`config.mk`:
```
export PLATFORM = sky130hd
export DESIGN_NAME = ssd_display_scheduler
export DESIGN_NICKNAME = d
export VERILOG_FILES = /design/src/rtl/ssd_display_scheduler.sv
export SDC_FILE = /design/constraint.sdc
export NUM_CORES = 1
export LEC_CHECK = 0
export ABC_AREA = 1
export ABC_CLOCK_PERIOD_IN_PS = 8700
export BUFFER_PORTS_ARGS = -buffer_cell sky130_fd_sc_hd__buf_2
export CAP_MARGIN = 15
export CELL_PAD_IN_SITES_DETAIL_PLACEMENT = 1
export CELL_PAD_IN_SITES_GLOBAL_PLACEMENT = 1
export CORE_ASPECT_RATIO = 1.1
export CORE_MARGIN = 2
export CORE_UTILIZATION = 41
export CTS_CLUSTER_DIAMETER = 40
export DETAILED_ROUTE_END_ITERATION = 6
export PLACE_DENSITY_LB_ADDON = 0.1
export SLEW_MARGIN = 20
export SYNTH_ARGS = -nofsm -noshare
export SYNTH_HDL_FRONTEND = slang
export SYNTH_SLANG_ARGS = --single-unit
```
`constraint.sdc`:
```
create_clock -name clk -period 8.7 [get_ports clk]
set_input_delay 1.74 -clock clk [delete_from_list [all_inputs] [get_ports clk]]
set_output_delay 1.74 -clock clk [all_outputs]
set_load 0.005 [all_outputs]
```
`src/rtl/ssd_display_scheduler.sv`:
```
// Round-robin owner of the 4-digit seven-segment display. Converts the owner's
// 16-bit binary value to packed BCD with one double-dabble iteration per clock.
module ssd_display_scheduler #(
    parameter int unsigned NUM_REQ      = 4,
    parameter int unsigned DWELL_CYCLES = 100_000_000,
    parameter int unsigned CNT_W        = 27
) (
    input  logic                   clk,
    input  logic                   rst,
    input  logic [NUM_REQ-1:0]     req_i,
    input  logic [16*NUM_REQ-1:0]  value_flat_i,
    output logic [NUM_REQ-1:0]     grant_o,
    output logic [15:0]            bcd_out_o,
    output logic                   blank_o,
    output logic                   overflow_o,
    output logic                   busy_o
);

    localparam int unsigned PTR_W  = (NUM_REQ > 1) ? $clog2(NUM_REQ) : 1;
    localparam int unsigned VAL_W  = 16;
    localparam int unsigned SH_W   = 36;
    localparam int unsigned ITER_W = 4;
    localparam int unsigned NIB_N  = 5;
    localparam logic [VAL_W-1:0] MAX_DEC = 16'd9999;

    typedef enum logic [1:0] {IDLE, CONVERT, SHOW} state_e;

    state_e               state_q, state_d;
    logic [PTR_W-1:0]     rr_ptr_q, rr_ptr_d;
    logic [NUM_REQ-1:0]   grant_q, grant_d;
    logic [15:0]          bcd_q, bcd_d;
    logic                 blank_q, blank_d;
    logic                 ovf_q, ovf_d;
    logic                 busy_q, busy_d;
    logic [SH_W-1:0]      shreg_q, shreg_d;
    logic [ITER_W-1:0]    iter_q, iter_d;
    logic                 ovf_pend_q, ovf_pend_d;
    logic [CNT_W-1:0]     dwell_q, dwell_d;

    logic [PTR_W-1:0]     win_c;
    logic [NUM_REQ-1:0]   win_onehot_c;
    logic [VAL_W-1:0]     win_val_c;
    logic [SH_W-1:0]      adj_c;
    logic [SH_W-1:0]      step_c;

    // Round-robin search starting just after the last winner
    always_comb begin
        int unsigned idx;
        logic        found;
        win_c = rr_ptr_q;
        found = 1'b0;
        idx   = 0;
        for (int unsigned off = 1; off <= NUM_REQ; off++) begin
            idx = 32'(rr_ptr_q) + off;
            if (idx >= NUM_REQ) idx = idx - NUM_REQ;
            if (!found && req_i[PTR_W'(idx)]) begin
                found = 1'b1;
                win_c = PTR_W'(idx);
            end
        end
        win_onehot_c = '0;
        win_val_c    = '0;
        for (int unsigned i = 0; i < NUM_REQ; i++) begin
            if (PTR_W'(i) == win_c) begin
                win_onehot_c[i] = 1'b1;
                win_val_c       = value_flat_i[i*VAL_W +: VAL_W];
            end
        end
    end

    // One double-dabble iteration: add-3 on nibbles >= 5, then shift left
    always_comb begin
        adj_c = shreg_q;
        for (int unsigned n = 0; n < NIB_N; n++) begin
            if (adj_c[VAL_W + 4*n +: 4] >= 4'd5)
                adj_c[VAL_W + 4*n +: 4] = adj_c[VAL_W + 4*n +: 4] + 4'd3;
        end
        step_c = {adj_c[SH_W-2:0], 1'b0};
    end

    always_comb begin
        state_d    = state_q;
        rr_ptr_d   = rr_ptr_q;
        grant_d    = grant_q;
        bcd_d      = bcd_q;
        blank_d    = blank_q;
        ovf_d      = ovf_q;
        shreg_d    = shreg_q;
        iter_d     = iter_q;
        ovf_pend_d = ovf_pend_q;
        dwell_d    = dwell_q;

        unique case (state_q)
            IDLE: begin
                if (req_i != '0) begin
                    state_d    = CONVERT;
                    rr_ptr_d   = win_c;
                    grant_d    = win_onehot_c;
                    blank_d    = 1'b0;
                    shreg_d    = {20'd0, win_val_c};
                    iter_d     = '0;
                    ovf_pend_d = (win_val_c > MAX_DEC);
                end
            end
            CONVERT: begin
                shreg_d = step_c;
                iter_d  = iter_q + ITER_W'(1);
                if (iter_q == ITER_W'(15)) begin
                    bcd_d   = ovf_pend_q ? 16'h9999 : step_c[31:16];
                    ovf_d   = ovf_pend_q;
                    dwell_d = '0;
                    state_d = SHOW;
                end
            end
            SHOW: begin
                dwell_d = dwell_q + CNT_W'(1);
                if (dwell_q == CNT_W'(DWELL_CYCLES - 1)) begin
                    if (req_i != '0) begin
                        state_d    = CONVERT;
                        rr_ptr_d   = win_c;
                        grant_d    = win_onehot_c;
                        shreg_d    = {20'd0, win_val_c};
                        iter_d     = '0;
                        ovf_pend_d = (win_val_c > MAX_DEC);
                    end else begin
                        state_d = IDLE;
                        grant_d = '0;
                        blank_d = 1'b1;
                    end
                end
            end
            default: state_d = IDLE;
        endcase

        busy_d = (state_d != IDLE);
    end

    always_ff @(posedge clk or posedge rst) begin
        if (rst) begin
            state_q    <= IDLE;
            rr_ptr_q   <= PTR_W'(NUM_REQ - 1);
            grant_q    <= '0;
            bcd_q      <= 16'h0000;
            blank_q    <= 1'b1;
            ovf_q      <= 1'b0;
            busy_q     <= 1'b0;
            shreg_q    <= '0;
            iter_q     <= '0;
            ovf_pend_q <= 1'b0;
            dwell_q    <= '0;
        end else begin
            state_q    <= state_d;
            rr_ptr_q   <= rr_ptr_d;
            grant_q    <= grant_d;
            bcd_q      <= bcd_d;
            blank_q    <= blank_d;
            ovf_q      <= ovf_d;
            busy_q     <= busy_d;
            shreg_q    <= shreg_d;
            iter_q     <= iter_d;
            ovf_pend_q <= ovf_pend_d;
            dwell_q    <= dwell_d;
        end
    end

    assign grant_o    = grant_q;
    assign bcd_out_o  = bcd_q;
    assign blank_o    = blank_q;
    assign overflow_o = ovf_q;
    assign busy_o     = busy_q;

endmodule

```
# After elaboration in Yosys (flattened, before gate mapping)
# Index checks and enable logic that the tools add are counted.
# word_totals
reg_bits	95
in_bits	70
out_inout_bits	23
elab_cells	130
# op_classes
add_sub_neg	15
n_lt_le_gt_ge	14
n_eq_ne	11
mux	60
reduce_logical	19
# ops
operator	count
36-bit case mux with 3 select lines	1
16-bit two-way mux	5
36-bit two-way mux	2
27-bit case mux with 2 select lines	1
4-bit two-way mux	9
27-bit by 1-bit adder with 27-bit output, second input constant	1
27-bit equality test, second input constant	1
27-bit two-way mux	1
2-bit two-way mux	13
4-bit by 3-bit >= comparator with 1-bit output, second input constant	6
1-bit two-way mux	17
4-bit by 2-bit adder with 4-bit output, second input constant	4
16-bit by 14-bit greater-than comparator with 1-bit output, second input constant	1
2-bit by 3-bit less-than comparator with 1-bit output, second input constant	4
4-bit case mux with 3 select lines	1
3-bit >= comparator, second input constant	3
1-bit binary-select mux with 2-bit select	4
2-bit inequality test, second input constant	4
4-bit case mux with 2 select lines	1
2-bit AND reduction	4
2-bit by 1-bit subtractor with 2-bit output, second input constant	4
2-bit by 2-bit adder with 3-bit output, second input constant	2
2-bit case mux with 3 select lines	1
2-bit nonzero test	3
19 further kinds	26

# Logic depth before layout (Yosys ltp)
# Gate-level depths: netlist (run 1).
# depth
ltp_word	24
ltp_mapped	22
ltp_nobuf	21

# Worst setup path after synthesis (run 1)
# Ideal clock, no wire load.
# synth_timing
path_type	input to register
startpoint	in req_i[2]
endpoint	reg ovf_pend_q
setup_ns	0.124
arrival_time_ns	3.126
t_required_ns	8.576
setup_slack_ns	5.450
cell_stages	17
n_path_buf	0
path_cell_list	nand2_1 -> nand2_2 -> nand2_4 -> nand2_4 -> nor2_4 -> nand3_2 -> nand2_8 -> nand2_4 -> or2_0 -> nand2_1 -> inv_2 -> nor2_2 -> nand2_1 -> nand2_1 -> nand2_1 -> nand2_1 -> a21oi_1
# synth_between
elab_chain_len	21
elab_cells_between_ends	34
classes_between	order compare (1); eq/ne (3); mux (22); reduce/logical (8)
# synth_rtl
item	line	text
start: declaration	10	input logic [NUM_REQ-1:0] req_i,
1-bit binary-select mux with 2-bit select	56	if (!found && req_i[PTR_W'(idx)]) begin
1-bit two-way mux (implied by the code)	56	
1-bit two-way mux	56	
1-bit zero test	56	
1-bit logical AND	56	
1-bit two-way mux	56	
1-bit zero test	56	
1-bit logical AND	56	
[2 not listed]	-	
1-bit logical AND	56	
2-bit two-way mux	56	
2-bit zero test	64	if (PTR_W'(i) == win_c) begin
16-bit two-way mux (4 in series)	64	
16-bit by 14-bit greater-than comparator with 1-bit output	102, 124	
1-bit two-way mux *	95, 118	
1-bit two-way mux	117	if (dwell_q == CNT_W'(DWELL_CYCLES - 1)) begin
1-bit case mux with 2 select lines *	93	unique case (state_q)
end signal: assignment	161	ovf_pend_q <= ovf_pend_d;
end: declaration	37	logic ovf_pend_q, ovf_pend_d;
# Mark *: on every way between the ends. The rest lies on a longest branch, timed or not. The select of a mux whose other input is x is not followed.
# A chain may end at the register's enable or synchronous reset.

# Worst setup path in the final report (run 1)
# layout_timing
startpoint	in req_i[2]
endpoint	reg shreg_q[13]
# layout_between
elab_chain_len	20
elab_cells_between_ends	33
classes_between	eq/ne (3); mux (22); reduce/logical (8)
# layout_rtl
item	line	text
1-bit binary-select mux with 2-bit select	56	
1-bit two-way mux (implied by the code)	56	
1-bit two-way mux	56	
1-bit zero test	56	
1-bit logical AND	56	
1-bit two-way mux	56	
1-bit zero test	56	
1-bit logical AND	56	
1-bit two-way mux	56	
1-bit zero test	56	
1-bit logical AND	56	
2-bit two-way mux	56	
2-bit zero test	64	
16-bit two-way mux (4 in series)	64	
36-bit two-way mux *	95, 118	
36-bit two-way mux	117	
36-bit case mux with 3 select lines *	93	
end signal: assignment	159	shreg_q <= shreg_d;
end: declaration	35	logic [SH_W-1:0] shreg_q, shreg_d;
# Marked as above.

==> out/qor.txt, run 1 <==
Outcome: complete, no violations
Vias in the first global route: 5076
LEAKAGE: 2.91 nW
Required @ worst endpoint: 8930 ps
Setup TNS: 0 ps
Fin. max-slew vios: 0
Top cells by area, synth: dfrtp_1 43%, nand2_1 10%, a21oi_1 5.8%, o21ai_0 4.3%, inv_1 4.3%
Mapped cell area: 5110 um^2
Fmax: 292 MHz
Critical Path Slowest Stage Cell: nor4_1
Drc violations: 0
Syn Nets: 717
Pwr/cell area: 155 nW/um^2
Avg WL per Cell: 16.4 um
Reg2reg start: state_q[0]
Most used cell, CP: nand2_1
Die Wd: 110 um
CTS resizes: 0
Final-stage net count: 806
Synth warnings: 0
CP Launch Type: input port
Min-Delay Path Depth: 1
Initial antenna violation count: 0
Fin crit period: 3430 ps
Vias/cell: 5.35
Clock Skew: 10.4 ps
Worst min path class: flip-flop to flip-flop
# IOs: 93
Critical path's largest stage delay: 430 ps
Ant. Diodes: 0
First-pass DRT Iterations: 4
Crit path max fanout: 34
Overflow after GRT: 0
Avg Inst Size Synth: 8.03 um^2
Fin crit share: 0.394
Min-delay src: dwell_q[26]
DP Area: 5690 um^2
Via count: 4726
Starting density of the core: 0.423
Post-DRT Antenna Nets: 0
Hold Buf Count CTS: 0
Clock slew at reported path FFs: 60 ps
Layout cells sized above 1: 0.230
Final Hold Fails: 0
Clock Tree Root: clkbuf_16
Post-CTS Setup Inserts: 0
Reg-to-reg critical path endpoint: bcd_out_o[6]
Placed instance count: 869
Post-synthesis sequential area ratio: 0.446
Critical path type: input port to flip-flop
Post-DP HPWL: 11000 um
Clock latency on the worst-skew pair: 350 ps
Worst Hold Endpoint: dwell_q[26]
Syn-to-layout area delta: 17.0%
Synth top area share: 0.431
Synth Instances: 637
Routed wire length: 14500 um
Num rows: 42
Maximum VDD drop: 0.0995 mV
Num CTS Buffers: 9
Arrival @ worst endpoint: 3660 ps
Finished Core Util: 0.495
Commonest non-fill, non-tap cell in the layout: nand2_1
GP Congestion: 0.897
R2R cell count: 9
Maximum number of pins on one net before global-route repair: 77
Area leader, netlist: dfrtp_1
CP endpoint kind: flip-flop
Reg2Reg Setup Slack: 5330 ps
Top Family by Delay on Critical Path: simple AND/OR/NAND/NOR gates
Count of different cell masters after synthesis: 52
Max clock buf depth: 2
Max Cap Viol: 0
Post-route insts no fill: 884
Hold_ws: 472 ps
Final instance area: 5980 um^2
Buffers and inverters on the worst path: 3
RSZ-0062 raised after global routing: no
GRT Total Usage: 0.229
Port bufs: 92
Initial DRC Count: 219
Worst Tran Pin Value: 965 ps
TritonCTS clock tree: yes
Seq cells post-synth: 91
DIE AREA: 13400 um^2
First-pass GRT wire length: 24900 um
Final setup fails: 0
Crit-path cells: buf_2 > nor4_1 > nor2_1 > nand2_1 > nand2_1 > buf_4 > inv_2 > a21oi_1 > o21ai_1 > nand2_1
Most frequent cells in the layout: 143 x nand2_1, 92 x buf_2, 88 x dfrtp_1
Num Clock Sinks: 91
Area of the core: 12100 um^2
Relative slew margins: 0.356
Die Height: 121 um
H-tree levels: 3
per-stage QoR:
step / setup WS (ps) / power [mW]
5_1_grt: 4890 / 0.968
4_1_cts: 5270 / 0.942
3_5_place_dp: 4950 / 0.545
3_3_place_gp: 4960 / 0.542
2_1_floorplan: 4600 / 0.506
6_report: 5270 / 0.930
power breakdown:
group | internal, mW | leakage, nW | total [mW] | switching [mW]
combinational | 0.0367 | 1.64 | 0.102 | 0.0655
sequential | 0.430 | 1.13 | 0.434 | 0.00428
clock | 0.229 | 0.142 | 0.393 | 0.164
registers in the layout, indices dropped and copies added (netlist names):
register / count
ovf_pend_q: 1
busy_o: 1
dwell_q: 27
rr_ptr_q: 2
state_q: 2
grant_o: 4
shreg_q: 32
overflow_o: 1
iter_q: 4
blank_o: 1
bcd_out_o: 16
per-layer routing:
| layer | global-route usage | wire length (um) | vias up |
|---|---|---|---|
| met5 | 0 | 0 | - |
| met4 | 0.100 | 404 | 0 |
| met3 | 0.0305 | 256 | 30 |
| met2 | 0.397 | 7380 | 62 |
| met1 | 0.288 | 6480 | 2325 |
| li1 | - | - | 2309 |
final cells by class:
class                   instances  area, um^2
flip-flops and latches         91        2280
fillers                      1534        6100
clock inverters                 4        51.3
clock buffers                  11         243
repair buffers                 95         483
inverters                      72         284
multi-input cells             457        2450
well taps                     154         193
synthesized netlist by cell type (all sizes together):
library cell  number
ha                10
nor4               6
o21bai             1
or2                6
buf                7
nand3             36
o21ai             52
a21oi             59
clkbuf            10
a31oi              2
or4                1
nor3               6
nand2            162
o211ai             4
a211oi             2
nand4             13
o21a               1
o22ai             23
nor2              55
dfstp              3
a22o               2
clkinv             2
a21boi             1
mux2i              2
a21o               1
o31ai              3
xnor2              1
xor2               5
a32oi              1
inv               70
a22oi              1
nand3b             1
dfrtp             88
worst register-to-register path, delay by kind of cell, from the launching register on:
kind	cells	cell delay (ps)
buffers and inverters	5	1330
AND/OR/NAND/NOR	3	1330
flip-flops	1	400
AO/OA/AOI/OAI	1	230
how the worst max path moves through the flow:
stage,to,start,depth (start not counted)
CTS,bcd_out_o[6],state_q[0],9
global route,bcd_out_o[6],state_q[0],9
global placement,shreg_q[13],req_i[2],10
finish,shreg_q[13],req_i[2],10
detailed placement,shreg_q[13],req_i[2],10
floorplan,bcd_out_o[0],rst,1
cell families after synthesis:
logic type,share of synthesized area
mux,0.00392
fa+ha+maj,0.0245
simple gates,0.275
xor+xnor,0.0103
buf+inv,0.0749
compound gates,0.166
flops,0.446
Note: power is estimated with default switching activity, not from simulation.
==> inputs of run 2 (changes only) <==
--- a/config.mk
+++ b/config.mk
@@ -6,7 +6,7 @@
 export NUM_CORES = 1
 export LEC_CHECK = 0
 export ABC_AREA = 1
-export ABC_CLOCK_PERIOD_IN_PS = 8700
+export ABC_CLOCK_PERIOD_IN_PS = 3370
 export BUFFER_PORTS_ARGS = -buffer_cell sky130_fd_sc_hd__buf_2
 export CAP_MARGIN = 15
 export CELL_PAD_IN_SITES_DETAIL_PLACEMENT = 1
==> constraint.sdc (replaced) <==
create_clock -name clk -period 3.37 [get_ports clk]
set_input_delay 0.674 -clock clk [delete_from_list [all_inputs] [get_ports clk]]
set_output_delay 0.674 -clock clk [all_outputs]
set_load 0.005 [all_outputs]
==> out/qor.txt, run 2 (synthesized netlist as in run 1, its figures left out) <==
Port bufs: 92 (unchanged)
Hold Buf Count CTS: 0 (unchanged)
Place WS: 644 ps (was 4950 ps)
Num CTS Buffers: 9 (unchanged)
Worst Tran Pin Value: 786 ps (was 965 ps)
Final Hold Fails: 0 (unchanged)
Vias/cell: 5.33 (was 5.35)
Crit-path cells: nand2_1 > nand2_2 > nand2_1 > nand2_1 > nand3_2 > nand3_4 > nand2_8 > nor2_4 > nand2_1 > nand3_1 > nand2_1 > inv_2 > nor2_2 > nand2_1 > nand2_1 > nand2_1 > nand2_1 > a21oi_1 (was buf_2 > nor4_1 > nor2_1 > nand2_1 > nand2_1 > buf_4 > inv_2 > a21oi_1 > o21ai_1 > nand2_1)
Relative slew margins: 0.475 (was 0.356)
Avg WL per Cell: 16.4 um (about the same)
Required @ worst endpoint: 3650 ps (was 8930 ps)
Fmax: 381 MHz
# IOs: 93 (unchanged)
Maximum VDD drop: 0.360 mV (was 0.0995 mV)
Clock Skew: 9.89 ps (was 10.4 ps)
Placed instance count: 873 (was 869)
Post-route insts no fill: 889 (was 884)
Max clock buf depth: 2 (unchanged)
Syn-to-layout area delta: 18.6% (was 17.0%)
Area of the core: 12100 um^2 (unchanged)
Num Clock Sinks: 91 (unchanged)
R2R cell count: 18 (was 9)
Drc violations: 0 (unchanged)
Post-DRT Antenna Nets: 0 (unchanged)
Maximum number of pins on one net before global-route repair: 49 (was 77)
Clock Tree Root: clkbuf_16 (unchanged)
GP Congestion: 0.826 (was 0.897)
Via count: 4737 (was 4726)
Post-DP HPWL: 10900 um (was 11000 um)
Buffers and inverters on the worst path: 1 (was 3)
Top Family by Delay on Critical Path: simple AND/OR/NAND/NOR gates (unchanged)
Most used cell, CP: nand2_1 (unchanged)
Fin crit period: 2630 ps
Max Cap Viol: 0 (unchanged)
Final-stage net count: 810 (was 806)
Pwr/cell area: 416 nW/um^2 (was 155 nW/um^2)
Max FFs per register: 32 (unchanged)
Clock slew at reported path FFs: 70 ps (was 60 ps)
Hold_ws: 442 ps (was 472 ps)
Critical path's largest stage delay: 690 ps (was 430 ps)
First-pass DRT Iterations: 4 (unchanged)
DIE AREA: 13400 um^2 (unchanged)
TritonCTS clock tree: yes (unchanged)
RSZ-0062 raised after global routing: no (unchanged)
Logic depth of the worst setup path including buffers: 18 (was 10)
Fin worst setup slack: 744 ps (was 5270 ps)
H-tree levels: 3 (unchanged)
Worst min path class: input port to async pin (was flip-flop to flip-flop)
CTS resizes: 0 (unchanged)
Routed wire length: 14600 um (was 14500 um)
Critical Path Slowest Stage Cell: dfstp_2 (was nor4_1)
Fin. max-slew vios: 0 (unchanged)
Starting density of the core: 0.423 (unchanged)
CP Launch Type: flip-flop (was input port)
Top register by number of flip-flops: shreg_q (unchanged)
Critical path type: flip-flop to flip-flop (was input port to flip-flop)
CP endpoint kind: flip-flop (unchanged)
Arrival @ worst endpoint: 2900 ps (was 3660 ps)
LEAKAGE: 2.95 nW (was 2.91 nW)
GRT Total Usage: 0.226 (was 0.229)
Die Wd: 110 um (unchanged)
Vias in the first global route: 5047 (was 5076)
Overflow after GRT: 0 (unchanged)
Reg2Reg Setup Slack: 740 ps (was 5330 ps)
Num rows: 42 (unchanged)
Post-CTS Setup Inserts: 0 (unchanged)
Initial antenna violation count: 0 (unchanged)
Clock latency on the worst-skew pair: 350 ps (about the same)
Initial DRC Count: 232 (was 219)
FILL cells: 1489 (was 1534)
Commonest non-fill, non-tap cell in the layout: nand2_1 (unchanged)
Most frequent cells in the layout: 143 x nand2_1, 92 x buf_2, 88 x dfrtp_1 (unchanged)
Layout cells sized above 1: 0.237 (was 0.230)
Outcome: complete, no violations (unchanged)
Final setup fails: 0 (unchanged)
Ant. Diodes: 0 (unchanged)
Die Height: 121 um (unchanged)
Fin crit share: 0.779
First-pass GRT wire length: 24600 um (was 24900 um)
Crit path max fanout: 19 (was 34)
Setup TNS: 0 ps (unchanged)
run 2: changes by cell type in the layout (fill, tap and decap cells not counted), sizes merged:
cell and change:
buf +4, bufinv +1, clkbuf -2, clkinv -1, clkinvlp -1, inv +4
run 2: stage by stage:
stage	cell area [um^2]	util	power (mW)
after global routing	6060	0.502	2.63
after global placement	5730	0.474	1.40
after CTS	6060	0.502	2.55
after floorplan	5110	-	1.31
after detailed placement	5730	0.474	1.41
final	6060	0.502	2.52
run 2: worst paths after layout:
path,startpoint,end
min in group clk,dwell_q[26],dwell_q[26]
max reg2reg,rr_ptr_q[0],ovf_pend_q
min,rst,dwell_q[14]
max in group asynchronous,rst,rr_ptr_q[0]
min reg2reg,dwell_q[26],dwell_q[26]
max,rr_ptr_q[0],ovf_pend_q
run 2: report_power, final:
part / internal [mW] / total [mW] / switching [mW]
combinational: 0.0968 / 0.267 / 0.170
clock: 0.665 / 1.14 / 0.473
sequential: 1.11 / 1.12 / 0.0104
run 2: cell type report:
cell class,count,area (um^2),share of cell area
Timing Repair Buffer,99,526,0.0867
Clock buffer,9,225,0.0371
Inverter,72,284,0.0468
Multi-Input combinational cell,457,2450,0.404
Sequential cell,91,2280,0.376
Clock inverter,7,106,0.0175
Tap cell,154,193,0.0318
run 2: layer usage:
metal,vias up,wire [um],part of all wire,GRT usage
li1,2320,-,-,-
met4,0,308,0.021,0.0727
met3,26,318,0.022,0.0345
met1,2326,6410,0.44,0.279
met5,-,0,0,0
met2,65,7540,0.52,0.409
==> inputs of run 3 (changes only) <==
--- a/config.mk
+++ b/config.mk
@@ -6,7 +6,7 @@
 export NUM_CORES = 1
 export LEC_CHECK = 0
 export ABC_AREA = 1
-export ABC_CLOCK_PERIOD_IN_PS = 3370
+export ABC_CLOCK_PERIOD_IN_PS = 2700
 export BUFFER_PORTS_ARGS = -buffer_cell sky130_fd_sc_hd__buf_2
 export CAP_MARGIN = 15
 export CELL_PAD_IN_SITES_DETAIL_PLACEMENT = 1
==> constraint.sdc (replaced) <==
create_clock -name clk -period 2.7 [get_ports clk]
set_input_delay 0.54 -clock clk [delete_from_list [all_inputs] [get_ports clk]]
set_output_delay 0.54 -clock clk [all_outputs]
set_load 0.005 [all_outputs]
==> out/qor.txt, run 3 (synthesized netlist as in run 1, its figures left out) <==
Vias in the first global route: 5007 (was 5047)
Fmax: 402 MHz (was 381 MHz)
Logic depth of the worst setup path including buffers: 20 (was 18)
Critical path's largest stage delay: 550 ps (was 690 ps)
Reg2Reg Setup Slack: 210 ps (was 740 ps)
Layout cells sized above 1: 0.246 (was 0.237)
Area of the core: 12100 um^2 (unchanged)
Num CTS Buffers: 9 (unchanged)
DP Area: 5760 um^2 (was 5730 um^2)
Routed wire length: 14500 um (was 14600 um)
Final-stage net count: 819 (was 810)
Avg WL per Cell: 16.2 um (was 16.4 um)
Most used cell, CP: nand2_1 (unchanged)
Die Height: 121 um (unchanged)
Relative slew margins: 0.586 (was 0.475)
Maximum number of pins on one net before global-route repair: 45 (was 49)
Commonest non-fill, non-tap cell in the layout: nand2_1 (unchanged)
Clock Skew: 9.02 ps (was 9.89 ps)
GRT Total Usage: 0.224 (was 0.226)
Buffers and inverters on the worst path: 4 (was 1)
Top register by number of flip-flops: shreg_q (unchanged)
Top Family by Delay on Critical Path: simple AND/OR/NAND/NOR gates (unchanged)
First-pass GRT wire length: 24300 um (was 24600 um)
Post-DP HPWL: 10800 um (was 10900 um)
Reg-to-reg critical path endpoint: ovf_pend_q (unchanged)
Num Clock Sinks: 91 (unchanged)
Final instance area: 6170 um^2 (was 6060 um^2)
Placed instance count: 877 (was 873)
Place WS: 54.2 ps (was 644 ps)
Num rows: 42 (unchanged)
Fin crit share: 0.921 (was 0.779)
Maximum VDD drop: 0.338 mV (was 0.360 mV)
Syn-to-layout area delta: 20.6% (was 18.6%)
Post-route insts no fill: 898 (was 889)
Critical path type: flip-flop to flip-flop (unchanged)
R2R cell count: 20 (was 18)
Setup TNS: 0 ps (unchanged)
LEAKAGE: 3.00 nW (was 2.95 nW)
Overall Power: 3.15 mW (was 2.52 mW)
Final Hold Fails: 0 (unchanged)
Pwr/cell area: 510 nW/um^2 (was 416 nW/um^2)
Hold_ws: 264 ps (was 442 ps)
Arrival @ worst endpoint: 2760 ps (was 2900 ps)
Vias/cell: 5.28 (was 5.33)
Max clock buf depth: 2 (unchanged)
Required @ worst endpoint: 2970 ps (was 3650 ps)
Starting density of the core: 0.423 (unchanged)
First-pass DRT Iterations: 4 (unchanged)
Hold Buf Count CTS: 0 (unchanged)
Max Cap Viol: 0 (unchanged)
H-tree levels: 3 (unchanged)
Initial antenna violation count: 0 (unchanged)
Fin worst setup slack: 214 ps (was 744 ps)
Clock Tree Root: clkbuf_16 (unchanged)
Max FFs per register: 32 (unchanged)
Final setup fails: 0 (unchanged)
GP Congestion: 0.849 (was 0.826)
CP endpoint kind: flip-flop (unchanged)
Critical Path Slowest Stage Cell: dfstp_2 (unchanged)
Worst Tran Pin Value: 620 ps (was 786 ps)
Fin crit period: 2490 ps (was 2630 ps)
Crit path max fanout: 19 (unchanged)
DIE AREA: 13400 um^2 (unchanged)
Via count: 4743 (was 4737)
Initial DRC Count: 157 (was 232)
CP Launch Type: flip-flop (unchanged)
Port bufs: 92 (unchanged)
Clock slew at reported path FFs: 70 ps (about the same)
Fin. max-slew vios: 0 (unchanged)
Outcome: complete, no violations (unchanged)
Post-DRT Antenna Nets: 0 (unchanged)
RSZ-0062 raised after global routing: no (unchanged)
Ant. Diodes: 0 (unchanged)
Most frequent cells in the layout: 143 x nand2_1, 92 x buf_2, 88 x dfrtp_1 (unchanged)
Drc violations: 0 (unchanged)
# IOs: 93 (unchanged)
Clock latency on the worst-skew pair: 350 ps (about the same)
Worst min path class: input port to async pin (unchanged)
Overflow after GRT: 0 (unchanged)
Reg2reg start: rr_ptr_q[0] (unchanged)
Finished Core Util: 0.510 (was 0.502)
TritonCTS clock tree: yes (unchanged)
Crit-path cells: buf_12 > inv_8 > nand2_1 > nand2_2 > nand2_4 > nand2_4 > inv_2 > nand3_2 > nand3_4 > nand2_8 > nor2_4 > buf_12 > nand2_1 > nand4_1 > nor2_2 > nand2_1 > nand2_1 > nand2_1 > nand2_1 > a21oi_1 (was nand2_1 > nand2_2 > nand2_1 > nand2_1 > nand3_2 > nand3_4 > nand2_8 > nor2_4 > nand2_1 > nand3_1 > nand2_1 > inv_2 > nor2_2 > nand2_1 > nand2_1 > nand2_1 > nand2_1 > a21oi_1)
Die Wd: 110 um (unchanged)
==> run 3: cell count changes in the layout (fill, tap and decap cells not counted), sizes merged <==
| cell | previous run | this run |
|---|---|---|
| buf | 99 | 107 |
| clkbuf | 9 | 11 |
| clkinv | 4 | 2 |
| clkinvlp | 0 | 2 |
| inv | 73 | 72 |
==> run 3: report_power, final <==
part	internal (mW)	switching (mW)	total (mW)	leakage [nW]
Sequential	1.38	0.0137	1.40	1.13
Combinational	0.129	0.216	0.346	1.71
Clock	0.847	0.556	1.40	0.160
==> run 3: final cells by class <==
class / instances / area (um^2)
inverters: 72 / 287
clock buffers: 10 / 239
repair buffers: 108 / 616
flip-flops and latches: 91 / 2280
fillers: 1522 / 5920
clock inverters: 6 / 93.8
multi-input cells: 457 / 2460
well taps: 154 / 193
==> run 3: worst max-delay path by stage <==
stage	end	slack, ps	start
2_1_floorplan	ovf_pend_q	530	rr_ptr_q[0]
3_3_place_gp	ovf_pend_q	130	rr_ptr_q[0]
3_5_place_dp	ovf_pend_q	50	rr_ptr_q[0]
4_1_cts	ovf_pend_q	30	rr_ptr_q[0]
5_1_grt	ovf_pend_q	0.7	rr_ptr_q[0]
6_report	ovf_pend_q	210	rr_ptr_q[0]
==> run 3: repair_timing <==
| action | CTS | global route |
|---|---|---|
| setup endpoints to repair | 0 | 3 |
| buffers inserted | 0 | 5 |
| gates resized for setup | 0 | 1 |
==> run 3: routing by layer <==
layer / GRT usage / vias to the layer above / wire length, um
li1: - / 2330 / -
met1: 0.281 / 2321 / 6460
met2: 0.391 / 70 / 7330
met3: 0.0335 / 22 / 408
met4: 0.0859 / 0 / 318
met5: 0 / - / 0
